==> config.mk <==
export PLATFORM = sky130hd
export DESIGN_NAME = buzzer_event_decoder
export DESIGN_NICKNAME = d
export VERILOG_FILES = /design/src/rtl/buzzer_event_decoder.sv
export SDC_FILE = /design/constraint.sdc
export NUM_CORES = 1
export LEC_CHECK = 0
export ABC_CLOCK_PERIOD_IN_PS = 3610
export BUFFER_PORTS_ARGS = -buffer_cell sky130_fd_sc_hd__buf_4
export CAP_MARGIN = 10
export CORE_MARGIN = 2
export CORE_UTILIZATION = 58
export DETAILED_ROUTE_END_ITERATION = 12
export PLACE_DENSITY = 0.83
export SYNTH_ARGS = -nofsm -noshare
export SYNTH_HDL_FRONTEND = slang
export SYNTH_SLANG_ARGS = --single-unit
==> constraint.sdc <==
create_clock -name clk -period 3.61 [get_ports clk]
set_clock_uncertainty 0.2 [all_clocks]
set_input_delay 0.5415 -clock clk [delete_from_list [all_inputs] [get_ports clk]]
set_output_delay 0.5415 -clock clk [all_outputs]
set_load 0.05 [all_outputs]
==> src/rtl/buzzer_event_decoder.sv <==
// Buzzer pulse-width decoder: classifies one-hot buzzer pulses,
// queues events for a host and keeps per-zone good-alarm counts.
module buzzer_event_decoder #(
   parameter int unsigned PULSE_LEN  = 31,
   parameter int unsigned TOL        = 2,
   parameter int unsigned FIFO_DEPTH = 4,
   parameter int unsigned CNT_W      = 8
) (
   input  logic             clk,
   input  logic             rst,
   input  logic             ena,
   input  logic [2:0]       buzz_in,
   output logic             evt_valid,
   input  logic             evt_ready,
   output logic [3:0]       evt_data,
   output logic [CNT_W-1:0] cnt_z1,
   output logic [CNT_W-1:0] cnt_z2,
   output logic [CNT_W-1:0] cnt_z3,
   output logic             drop,
   output logic             busy
);

   localparam int unsigned AW = $clog2(FIFO_DEPTH);
   localparam logic [6:0] LO = 7'(PULSE_LEN - TOL);
   localparam logic [6:0] HI = 7'(PULSE_LEN + TOL);
   localparam logic [CNT_W-1:0] CMAX = '1;

   typedef enum logic [1:0] {
      IDLE,
      MEASURE,
      WAIT_CLEAR
   } state_e;

   state_e        state_q, state_d;
   logic [2:0]    buzz_q, buzz_d;
   logic [2:0]    line_q, line_d;
   logic [5:0]    width_q, width_d;
   logic [5:0]    width_inc;
   logic          one_hot;
   logic          push;
   logic [3:0]    push_data;
   logic [1:0]    kind;

   logic [3:0]    mem_q [FIFO_DEPTH];
   logic [AW:0]   wptr_q, rptr_q;
   logic          full, empty, pop, wr;
   logic          drop_q;
   logic [CNT_W-1:0] cnt1_q, cnt2_q, cnt3_q;

   function automatic logic [1:0] zone_of(input logic [2:0] l);
      logic [1:0] z;
      z = 2'd0;
      unique case (1'b1)
         l[0]:    z = 2'd1;
         l[1]:    z = 2'd2;
         l[2]:    z = 2'd3;
         default: z = 2'd0;
      endcase
      return z;
   endfunction

   assign one_hot   = (buzz_q != 3'd0) &&
                      ((buzz_q & (buzz_q - 3'd1)) == 3'd0);
   assign width_inc = (width_q == 6'd63) ? 6'd63 : width_q + 6'd1;
   assign buzz_d    = ena ? buzz_in : buzz_q;

   always_ff @(posedge clk) begin
      if (rst) begin
         state_q <= IDLE;
         buzz_q  <= '0;
         line_q  <= '0;
         width_q <= '0;
      end else begin
         state_q <= state_d;
         buzz_q  <= buzz_d;
         line_q  <= line_d;
         width_q <= width_d;
      end
   end

   always_comb begin
      state_d = state_q;
      line_d  = line_q;
      width_d = width_q;
      if (ena) begin
         unique case (state_q)
            IDLE: begin
               if (one_hot) begin
                  line_d  = buzz_q;
                  width_d = 6'd1;
                  state_d = MEASURE;
               end else if (buzz_q != 3'd0) begin
                  state_d = WAIT_CLEAR;
               end
            end
            MEASURE: begin
               if (buzz_q == line_q) begin
                  width_d = width_inc;
                  if ({1'b0, width_inc} > HI) state_d = WAIT_CLEAR;
               end else if (buzz_q == 3'd0) begin
                  state_d = IDLE;
               end else begin
                  state_d = WAIT_CLEAR;
               end
            end
            WAIT_CLEAR: begin
               if (buzz_q == 3'd0) state_d = IDLE;
            end
            default: state_d = IDLE;
         endcase
      end
   end

   // Classification of a completed pulse on the falling sample
   always_comb begin
      kind = 2'b00;
      if ({1'b0, width_q} < LO)      kind = 2'b01;
      else if ({1'b0, width_q} > HI) kind = 2'b10;
   end

   always_comb begin
      push      = 1'b0;
      push_data = 4'd0;
      if (ena) begin
         unique case (state_q)
            IDLE: begin
               if (!one_hot && buzz_q != 3'd0) begin
                  push      = 1'b1;
                  push_data = 4'b1100;
               end
            end
            MEASURE: begin
               if (buzz_q == line_q) begin
                  if ({1'b0, width_inc} > HI) begin
                     push      = 1'b1;
                     push_data = {2'b10, zone_of(line_q)};
                  end
               end else if (buzz_q == 3'd0) begin
                  push      = 1'b1;
                  push_data = {kind, zone_of(line_q)};
               end else begin
                  push      = 1'b1;
                  push_data = 4'b1100;
               end
            end
            default: ;
         endcase
      end
   end

   assign empty = (wptr_q == rptr_q);
   assign full  = (wptr_q[AW-1:0] == rptr_q[AW-1:0]) &&
                  (wptr_q[AW] != rptr_q[AW]);
   assign pop   = !empty && evt_ready;
   assign wr    = push && (!full || pop);

   always_ff @(posedge clk) begin
      if (rst) begin
         wptr_q <= '0;
         rptr_q <= '0;
         drop_q <= 1'b0;
         for (int i = 0; i < FIFO_DEPTH; i++) mem_q[i] <= '0;
      end else begin
         if (wr) begin
            mem_q[wptr_q[AW-1:0]] <= push_data;
            wptr_q <= wptr_q + 1'b1;
         end
         if (pop) rptr_q <= rptr_q + 1'b1;
         if (push && !wr) drop_q <= 1'b1;
      end
   end

   // Good events count even when the FIFO had no room for them
   always_ff @(posedge clk) begin
      if (rst) begin
         cnt1_q <= '0;
         cnt2_q <= '0;
         cnt3_q <= '0;
      end else if (push && push_data[3:2] == 2'b00) begin
         if (push_data[1:0] == 2'd1 && cnt1_q != CMAX) cnt1_q <= cnt1_q + 1'b1;
         if (push_data[1:0] == 2'd2 && cnt2_q != CMAX) cnt2_q <= cnt2_q + 1'b1;
         if (push_data[1:0] == 2'd3 && cnt3_q != CMAX) cnt3_q <= cnt3_q + 1'b1;
      end
   end

   assign evt_valid = !empty;
   assign evt_data  = mem_q[rptr_q[AW-1:0]];
   assign cnt_z1    = cnt1_q;
   assign cnt_z2    = cnt2_q;
   assign cnt_z3    = cnt3_q;
   assign drop      = drop_q;
   assign busy      = (state_q != IDLE);

endmodule

==> results of run 1 <==
## how the worst max path moves through the flow
| stage | slack (ns) | endpoint |
|---|---|---|
| after CTS | 0.79 | cnt_z1[5] |
| final | 0.77 | cnt_z1[5] |
| after global routing | 0.46 | mem_q[0][0] |
| after detailed placement | 0.81 | mem_q[0][0] |
| after global placement | 0.86 | mem_q[0][0] |
| after floorplan | 0.98 | mem_q[0][0] |
## through the flow
stage	hold slack, ns	area, µm²	utilization
6_report	0.245	3740	0.684
5_1_grt	0.246	3740	0.684
4_1_cts	0.228	3740	0.684
3_5_place_dp	0.282	3540	0.647
3_3_place_gp	0.283	3540	0.647
2_1_floorplan	0.279	3260	-
## power by group through the flow
| stage | registers, W | logic [W] | clock network (W) |
|---|---|---|---|
| 3_5_place_dp | 0.000783 | 0.000198 | 0 |
| 4_1_cts | 0.000767 | 0.000199 | 0.000640 |
| 5_1_grt | 0.000769 | 0.000215 | 0.000678 |
| 6_report | 0.000767 | 0.000198 | 0.000631 |
| 3_3_place_gp | 0.000780 | 0.000195 | 0 |
| 2_1_floorplan | 0.000767 | 0.000174 | 0 |
## cells by family (layout without fill, tap and decap cells)
group	count (synthesis)	in the layout
adder cells (fa/ha/maj)	9	9
multiplexers	16	16
XOR/XNOR	18	18
buffers and inverters	33	67
flip-flops	63	63
AO/OA/AOI/OAI	71	71
AND/OR/NAND/NOR	129	129
## layout by cell type (no fill, tap or decap), types with 11 or more instances in the layout
| cell | Yosys | layout |
|---|---|---|
| a21oi_1 | 20 | 20 |
| buf_4 | 3 | 38 |
| dfxtp_1 | 47 | 47 |
| edfxtp_1 | 16 | 16 |
| inv_1 | 12 | 12 |
| mux2i_1 | 11 | 11 |
| nand2_1 | 17 | 17 |
| nand3_1 | 18 | 18 |
| nor2_1 | 39 | 39 |
| o21ai_0 | 11 | 11 |
| xor2_1 | 11 | 11 |
## layer usage
| layer | vias to the layer above | track usage |
|---|---|---|
| met1 | 1296 | 0.280 |
| met4 | 0 | 0.0931 |
| met5 | - | 0 |
| li1 | 1309 | - |
| met3 | 6 | 0.0534 |
| met2 | 63 | 0.358 |
## layout make-up
type / instances / area, µm² / area share
inverter: 13 / 48.8 / 0.0130
clock inverter: 3 / 42.5 / 0.0114
tap: 72 / 90.1 / 0.0241
sequential: 63 / 1420 / 0.380
multi-input combinational: 243 / 1700 / 0.453
clock buffer: 13 / 160 / 0.0428
timing repair buffer: 38 / 285 / 0.0762
## flip-flops by register name (all words and copies together), names as in the netlist, named ones only
name	cells
mem_q	16
cnt_z1	8
cnt_z2	8
cnt_z3	8
width_q	6
buzz_q	3
line_q	3
rptr_q	3
wptr_q	3
state_q	2
drop	1
## worst max-delay path: stages (launching register included)
cell and delay [ns]:
dfxtp_1 0.50, ha_1 0.38, nor3_1 0.08, a31oi_1 0.15, a21oi_1 0.15, o22ai_4 0.37
nand3_2 0.29, or4_1 0.48, a21oi_1 0.16
## Yosys cell counts (3+ instances only)
cell      count  area, µm²
a211oi_1      4       30.0
a21oi_1      20        100
a31o_2        5       43.8
a31oi_1       4       25.0
and3_1        7       43.8
buf_2         3       15.0
buf_4         3       22.5
clkbuf_1     13       48.8
dfxtp_1      47        941
edfxtp_1     16        480
ha_1          8        100
inv_1        12       45.0
mux2i_1      11        110
mux4_2        4       90.1
nand2_1      17       63.8
nand3_1      18       90.1
nand3b_1      3       22.5
nand4_1       8       50.1
nor2_1       39        146
nor3_1        9       45.0
o211ai_1      3       22.5
o21ai_0      11       55.1
o31ai_1       9       67.6
or3_1         5       31.3
or4_1         8       60.1
xnor2_1       5       43.8
xor2_1       11       96.3
==> impl_results.md, run 1 <==
* DR top layer: met4
* # nets final at 383
* Worst vdd ir at 0.294 mV
* Final setup vio count at 0
* Post-synth EDFFs at 16
* H-tree levels at 3
* Global placement routability congestion at 0.809
* Share of layout cells above drive strength 1 at 0.206
* Clock Sinks at 63
* Drt first-iter violations at 207
* Post-synth ARST share at 0
* Fill cells at 442
* WL/cell at 14.6 µm
* Post-Synth Adder-Cell Area at 0.0341
* Grt total ovfl at 0
* Syn Nets at 354
* Yosys synthesis warning count at 0
* Met1 WL at 2900 µm
* Mux cell area share after synthesis at 0.0648
* Vias in the first global route at 2410
* Antenna Diode Count at 0
* DP Worst Slack at 0.809 ns
* Pwr Total at 0.00160 W
* Netlist cell types at 55
* Register area share after synthesis at 0.435
* Pwr dens at 426 nW/µm²
* Crit. End Element: flop
* Number of cells after detailed placement at 429
* Gate power share at 0.124
* CTS Buf Count at 9
* Hold EP: buzz_q[1]
* P_int at 0.00117 W
* Net switching power at 0.000422 W
* Reg2Reg Depth at 8
* Least-Margin Pin Slew at 0.536 ns
* Crit. Startpoint: width_q[0]
* Worst-Skew Late Latency at 0.34 ns
* Hold WC Path Type: in2reg
* Post-synthesis compound-gate area fraction at 0.156
* Outcome: finished clean
* Final min period at 2.84 ns
* CTS resizes at 0
* Pin count of the biggest net entering global routing at 52
* Cell area after synthesis at 3260 µm²
* R2R Path End: cnt_z1[5]
* First-pass GRT wire length at 10800 µm
* Detail Route Antenna Nets at 0
* Largest family of logic cells by synthesized area: simple AND/OR/NAND/NOR gates
* Fin. Hold Viols at 0
* Synthesis-to-finish area growth at 14.7%
* Final Non-Filler Cells at 445
* Worst Hold Launch: buzz_in[1]
* Post-route setup slack at 0.768 ns
* Critical R2R Launch: width_q[0]
* Clock Path Buffers at 2
* Postcts setup bufs at 0
* Post-Syn Instances at 339
* Synth Area per Inst at 9.63 µm²
* Clock root buffer: clkbuf_8
* # hold bufs at CTS at 0
* FF+latch count, synth at 63
* Slew margin rel. at 0.643
* Initial antenna violation count at 0
* DR WL met2 at 3250 µm
* # rows at 27
* Total Routed Length at 6510 µm
* Die area at 6240 µm²
* Initial Util at 0.596
* Post-synthesis simple-gate area fraction at 0.212
* Metal3 WL at 294 µm
* Fmax at 0.352 GHz
* Reg2Reg Setup Slack at 0.77 ns
* IO buf count at 37
* Max-cap violations at 0
* Worst Path Max Fanout at 12
* Worst EP arrival at 2.90 ns
* Sequential Power Share at 0.480
* Crit path required time at 3.67 ns
* DP HPWL at 4530 µm
* Core area at 5470 µm²
* Post-synth top flop: dfxtp_1
* TritonCTS clock tree: done
* Slew Viols, Final at 0
* Clock Power Share at 0.395
* Residual DRC at 0
* Post-synthesis xor/xnor area fraction at 0.0529
* Hold path cells at 3
* Avg Vias per Cell at 6.01
* First-pass detailed-route iteration total at 4
* RSZ-0062 raised after global routing: false
* IO Pins at 38
* Gr usage total at 0.220
* Critical path class: reg2reg
* Clk slew on worst S/H paths at 0.07 ns
* Die W at 79.0 µm
* DR vias at 2674
* Startpoint Class: flop
* Vert. Die Dim at 79.0 µm
* Setup tns final at 0 ns
* Switching part of the total at 0.264
* Final period util at 0.787
* Static leakage at 1.44 nW
Note: power is estimated with default switching activity, not from simulation.
==> run 2: changes to the inputs <==
==> config.mk (replaced) <==
export PLATFORM = sky130hd
export DESIGN_NAME = buzzer_event_decoder
export DESIGN_NICKNAME = d
export VERILOG_FILES = /design/src/rtl/buzzer_event_decoder.sv
export SDC_FILE = /design/constraint.sdc
export NUM_CORES = 1
export LEC_CHECK = 0
export ABC_CLOCK_PERIOD_IN_PS = 2500
export BUFFER_PORTS_ARGS = -buffer_cell sky130_fd_sc_hd__buf_4
export CAP_MARGIN = 10
export CORE_MARGIN = 2
export CORE_UTILIZATION = 52
export DETAILED_ROUTE_END_ITERATION = 12
export PLACE_DENSITY = 0.79
export SYNTH_ARGS = -nofsm -noshare
export SYNTH_HDL_FRONTEND = slang
export SYNTH_SLANG_ARGS = --single-unit
==> constraint.sdc (replaced) <==
create_clock -name clk -period 2.5 [get_ports clk]
set_clock_uncertainty 0.2 [all_clocks]
set_input_delay 0.375 -clock clk [delete_from_list [all_inputs] [get_ports clk]]
set_output_delay 0.375 -clock clk [all_outputs]
set_load 0.05 [all_outputs]
==> run 2 against run 1 <==
The flow now finishes with violations (setup timing). Utilization grew 1.7 points. Worst setup slack lost 0.86 ns. Combinational power increased by 94%. Clock power is 28% higher. Highest routed layer unchanged. Critical path type unchanged. Total power rose by 44%. Worst hold slack got worse by 0.18 ns. Sequential share of layout area is 3.9 points lower. Critical endpoint is now cnt_z3[5]. Via count increased by 8.2%. Sequential power is 43% higher. Register-to-register slack worse by 0.86 ns.
==> impl_results.md, run 2 (synthesis results as in run 1) <==
* Outcome: finished, violations left
* Failing checks: setup timing
* Core area at 5990 µm² (+9.5%)
* Clock root buffer: clkbuf_8
* TritonCTS clock tree: done
* Worst-Skew Late Latency at 0.34 ns (about the same)
* Pin count of the biggest net entering global routing at 29 (-44%)
* Vias in the first global route at 2690 (+12%)
* Global placement routability congestion at 0.796 (-1.6%)
* First-pass detailed-route iteration total at 4 (unchanged)
* Clk slew on worst S/H paths at 0.07 ns (about the same)
* Clock Sinks at 63 (unchanged)
* CTS Buf Count at 9 (unchanged)
* Gr usage total at 0.215 (-0.00546)
* Synthesis-to-finish area growth at 28.7%
* Fmax at 0.386 GHz (+9.6%)
* Max reg flops at 16 (unchanged)
* Initial Util at 0.545 (-0.0516)
* Post-route setup slack at -0.0925 ns (-0.860 ns)
* IO buf count at 37 (unchanged)
* Avg Vias per Cell at 5.98 (-0.56%)
* WHS at 0.0658 ns (-0.179 ns)
* Final min period at 2.59 ns (-0.250 ns)
* Finished Core Util at 0.701 (+0.0171)
* Startpoint Class: flop
* Critical path class: reg2reg
* Fin. Hold Viols at 0 (unchanged)
* Fill cells at 419 (-5.2%)
* Grt total ovfl at 0 (unchanged)
* Multi-input gate area at 1870 µm² (+10%)
* Slew Viols, Final at 0 (unchanged)
* Crit. End Element: flop
* DR vias at 2892 (+8.2%)
* First-pass GRT wire length at 12100 µm (+12%)
* # rows at 28 (+3.7%)
* Slew margin rel. at 0.684 (+0.0415)
* Biggest register: mem_q
* Commonest non-fill, non-tap cell in the layout: buf_4
* Antenna Diode Count at 0 (unchanged)
* Drt first-iter violations at 217 (+4.8%)
* DP HPWL at 5080 µm (+12%)
* Final period util at 1.04 (+0.250)
* Worst EP arrival at 2.66 ns (-0.24 ns)
* RSZ-0062 raised after global routing: true
* Die W at 83.2 µm (+5.3%)
* Detail Route Antenna Nets at 0 (unchanged)
* Worst Path Max Fanout at 7 (-5)
* Final setup vio count at 7 (+7)
* # hold bufs at CTS at 0 (unchanged)
* H-tree levels at 3 (unchanged)
* Worst vdd ir at 0.366 mV (+24%)
* Crit path required time at 2.57 ns (-1.10 ns)
* Max-cap violations at 0 (unchanged)
* Total Routed Length at 7830 µm (+20%)
* # nets final at 419 (+9.4%)
* Most frequent cells in the layout: 67 x buf_4, 45 x dfxtp_1, 38 x nor2_1, 17 x nand2_1
* Share of layout cells above drive strength 1 at 0.340 (+0.133)
* Register area at 1430 µm² (+0.53%)
* Die area at 6930 µm² (+11%)
* Pwr dens at 547 nW/µm² (+28%)
* Least-Margin Pin Slew at 0.474 ns (-0.0623 ns)
* Pwr Total at 0.00230 W (+44%)
* Static leakage at 1.64 nW (+14%)
* IO Pins at 38 (unchanged)
* Initial antenna violation count at 0 (unchanged)
* Residual DRC at 0 (unchanged)
* WL/cell at 16.2 µm (+11%)
* Vert. Die Dim at 83.2 µm (+5.3%)
* Clock Path Buffers at 2 (unchanged)
* Hold WC Path Type: in2reg
run 2: cell count changes in the layout (fill, tap and decap cells not counted), sizes merged:
cell and change:
nand3 +1, clkbuf -3, clkinv +3, clkinvlp +1, buf +35, bufinv -1
run 2: report_power, final:
part | total, W | internal (W) | switching [W]
sequential | 0.00110 | 0.00107 | 0.0000338
combinational | 0.000385 | 0.000162 | 0.000223
clock | 0.000810 | 0.000410 | 0.000399
run 2: what timing repair did:
item,4_1_cts,5_1_grt
buffers inserted,1,13
gates cloned,0,1
setup endpoints to repair,35,47
pin swaps,1,16
resized for setup,5,34
run 2: critical path, cell delays in order (launching register included):
cell	delay, ns
dfxtp_4	0.36
inv_4	0.08
ha_4	0.14
nor2_2	0.03
o41ai_2	0.29
buf_4	0.19
a21oi_4	0.07
nor3b_4	0.22
buf_4	0.15
nand3b_4	0.12
buf_6	0.14
or4_1	0.39
a21oi_1	0.14
run 2: worst paths after layout:
check,start,to,slack (ns),depth (start not counted)
max,width_q[1],cnt_z3[5],-0.09,12
min,buzz_in[0],buzz_q[0],0.07,3
max reg2reg,width_q[1],cnt_z3[5],-0.09,12
min reg2reg,cnt_z3[6],cnt_z3[6],0.31,2
run 2: cell type report:
class / count / share of cell area
clock inverter: 6 / 0.00804
clock buffer: 10 / 0.0354
timing repair buffer: 73 / 0.138
sequential: 63 / 0.340
inverter: 13 / 0.0122
multi-input combinational: 244 / 0.444
tap: 75 / 0.0223
run 2: layer usage:
metal / wire length, µm / up-vias / global-route usage / part of all wire
li1: - / 1392 / - / -
met1: 3210 / 1388 / 0.253 / 0.41
met2: 4120 / 99 / 0.374 / 0.53
met3: 424 / 13 / 0.0616 / 0.054
met4: 74 / 0 / 0.0715 / 0.0095
met5: 0 / - / 0 / 0
run 2: per-stage QoR:
step / area [µm²] / cells / setup TNS, ns / setup WS (ns)
finish: 4200 / 484 / -0.289 / -0.0925
global route: 4200 / 484 / -2.39 / -0.156
CTS: 3940 / 471 / 0 / 0.00858
detailed placement: 3730 / 454 / -0.602 / -0.0800
global placement: 3730 / 454 / 0 / 0.0188
floorplan: 3280 / 339 / 0 / 0.0111
==> run 3: changes to the inputs <==
--- a/config.mk
+++ b/config.mk
@@ -11,7 +11,7 @@
 export CORE_MARGIN = 2
 export CORE_UTILIZATION = 52
 export DETAILED_ROUTE_END_ITERATION = 12
-export PLACE_DENSITY = 0.79
+export PLACE_DENSITY_LB_ADDON = 0.3
 export SYNTH_ARGS = -nofsm -noshare
 export SYNTH_HDL_FRONTEND = slang
 export SYNTH_SLANG_ARGS = --single-unit
==> run 3 against run 2 <==
The run still ends with setup timing left. Sequential cell count unchanged. Utilization is 1.4 points lower. Critical endpoint is now mem_q[1][0]. Sequential share of layout area is 0.82 points higher. First-iteration DRC count down 22%.
==> impl_results.md, run 3 (synthesis results as in run 1) <==
* Final period util at 1.03 (-0.0116)
* Vias in the first global route at 2630 (-2.2%)
* Residual DRC at 0 (unchanged)
* Die area at 6930 µm² (unchanged)
* Global placement routability congestion at 0.824 (+3.5%)
* Grt total ovfl at 0 (unchanged)
* Final Non-Filler Cells at 481 (-0.62%)
* Max-cap violations at 0 (unchanged)
* IO buf count at 37 (unchanged)
* Worst EP arrival at 2.52 ns (-0.14 ns)
* Detail Route Antenna Nets at 0 (unchanged)
* Share of layout cells above drive strength 1 at 0.325 (-0.0147)
* Worst path most repeated cell: nor3_1
* CTS Buf Count at 9 (unchanged)
* Crit path required time at 2.46 ns (-0.11 ns)
* # nets final at 416 (-0.72%)
* # hold bufs at CTS at 0 (unchanged)
* Pwr Total at 0.00232 W (+1.0%)
* Fmax at 0.390 GHz (+1.1%)
* Slowest CP cell: dfxtp_4
* Worst-Skew Late Latency at 0.35 ns (about the same)
* Commonest non-fill, non-tap cell in the layout: buf_4
* Static leakage at 1.63 nW (-0.48%)
* First-pass GRT wire length at 12100 µm (+0.17%)
* Drt first-iter violations at 170 (-22%)
* Number of cells after detailed placement at 456 (+0.44%)
* Startpoint Class: flop
* CP peak stage delay at 0.40 ns (about the same)
* TritonCTS clock tree: done
* H-tree levels at 3 (unchanged)
* Biggest register: mem_q
* First-pass detailed-route iteration total at 5 (+1)
* Avg Vias per Cell at 5.93 (-0.80%)
* IO Pins at 38 (unchanged)
* Clock root buffer: clkbuf_8
* WHS at 0.0594 ns (-0.00639 ns)
* Worst Path Max Fanout at 8 (+1)
* Crit. End Element: flop
* Final min period at 2.56 ns (-0.0291 ns)
* Core area at 5990 µm² (unchanged)
* CP cell instances: ha_2 > nor3_1 > a31oi_1 > a21oi_2 > o221ai_1 > and4b_1 > nand3_2 > nor3_1
* Gr usage total at 0.213 (-0.00176)
* Failing checks: setup timing
* DP HPWL at 5070 µm (-0.24%)
* Antenna Diode Count at 0 (unchanged)
* Hold WC Path Type: in2reg
* Clk slew on worst S/H paths at 0.07 ns (about the same)
* Outcome: finished, violations left
* Setup tns final at -0.440 ns (-0.151 ns)
* Initial antenna violation count at 0 (unchanged)
* RSZ-0062 raised after global routing: true
* Most frequent cells in the layout: 69 x buf_4, 39 x nor2_1, 39 x dfxtp_1, 18 x a21oi_1
* Slew Viols, Final at 0 (unchanged)
* Pin count of the biggest net entering global routing at 51 (+76%)
* DP Worst Slack at 0.0135 ns (+0.0935 ns)
* Total Routed Length at 7580 µm (-3.2%)
* DR vias at 2851 (-1.4%)
* Critical path class: reg2reg
* WL/cell at 15.8 µm (-2.6%)
* Synthesis-to-finish area growth at 26.1%
* Initial Util at 0.545 (unchanged)
* Fin. Hold Viols at 0 (unchanged)
* Final setup vio count at 22 (+15)
* Worst vdd ir at 0.360 mV (-1.5%)
* Clock Sinks at 63 (unchanged)
* Least-Margin Pin Slew at 0.530 ns (+0.0556 ns)
* Clock Path Buffers at 2 (unchanged)
* Slew margin rel. at 0.647 (-0.0371)
* Vert. Die Dim at 83.2 µm (unchanged)
* # rows at 28 (unchanged)
* Post-route setup slack at -0.0634 ns (+0.0291 ns)
* Die W at 83.2 µm (unchanged)
* Pwr dens at 564 nW/µm² (+3.1%)
* Max reg flops at 16 (unchanged)
[run 3: timing repair]
| action | CTS | global route |
|---|---|---|
| setup buffers | 0 | 9 |
| pin swaps | 0 | 7 |
| resized for setup | 0 | 25 |
| endpoints found under the setup margin | 2 | 49 |
[run 3: layout make-up]
class	count	area (µm²)
repair buffers	71	558
fillers	454	1870
well taps	75	93.8
multi-input cells	243	1790
inverters	13	51.3
flip-flops and latches	63	1430
clock buffers	10	149
clock inverters	6	42.5
[run 3: metrics by stage]
step                      utilization  cell area [µm²]
after floorplan                     -             3280
after global placement          0.624             3740
after detailed placement        0.624             3740
after CTS                       0.656             3930
after global routing            0.687             4120
final                           0.687             4120
[run 3: path summary, 6_finish.rpt]
| check | startpoint | endpoint | slack (ns) | cells after the start |
|---|---|---|---|---|
| worst max-delay path | width_q[0] | mem_q[1][0] | -0.06 | 8 |
| worst min-delay path | buzz_in[0] | buzz_q[0] | 0.06 | 3 |
| worst max register to register | width_q[0] | mem_q[1][0] | -0.06 | 8 |
| worst min register to register | drop | drop | 0.29 | 2 |
[run 3: routing by layer]
layer  GRT usage  vias to the layer above  share of wire
met5           0                        -              0
met4      0.0820                        0          0.017
met3      0.0507                       15          0.056
met2       0.342                       88           0.48
met1       0.278                     1369           0.45
li1            -                     1379              -
[run 3: critical path, delay by kind of cell (launching register included)]
kind,cells,cell delay [ns]
flip-flops,1,0.40
AND/OR/NAND/NOR,4,0.92
AO/OA/AOI/OAI,3,0.60
adder cells (fa/ha/maj),1,0.27
[run 3: report_power, final]
group / internal [W] / switching, W
clock: 0.000421 / 0.000425
sequential: 0.00107 / 0.0000310
combinational: 0.000154 / 0.000219
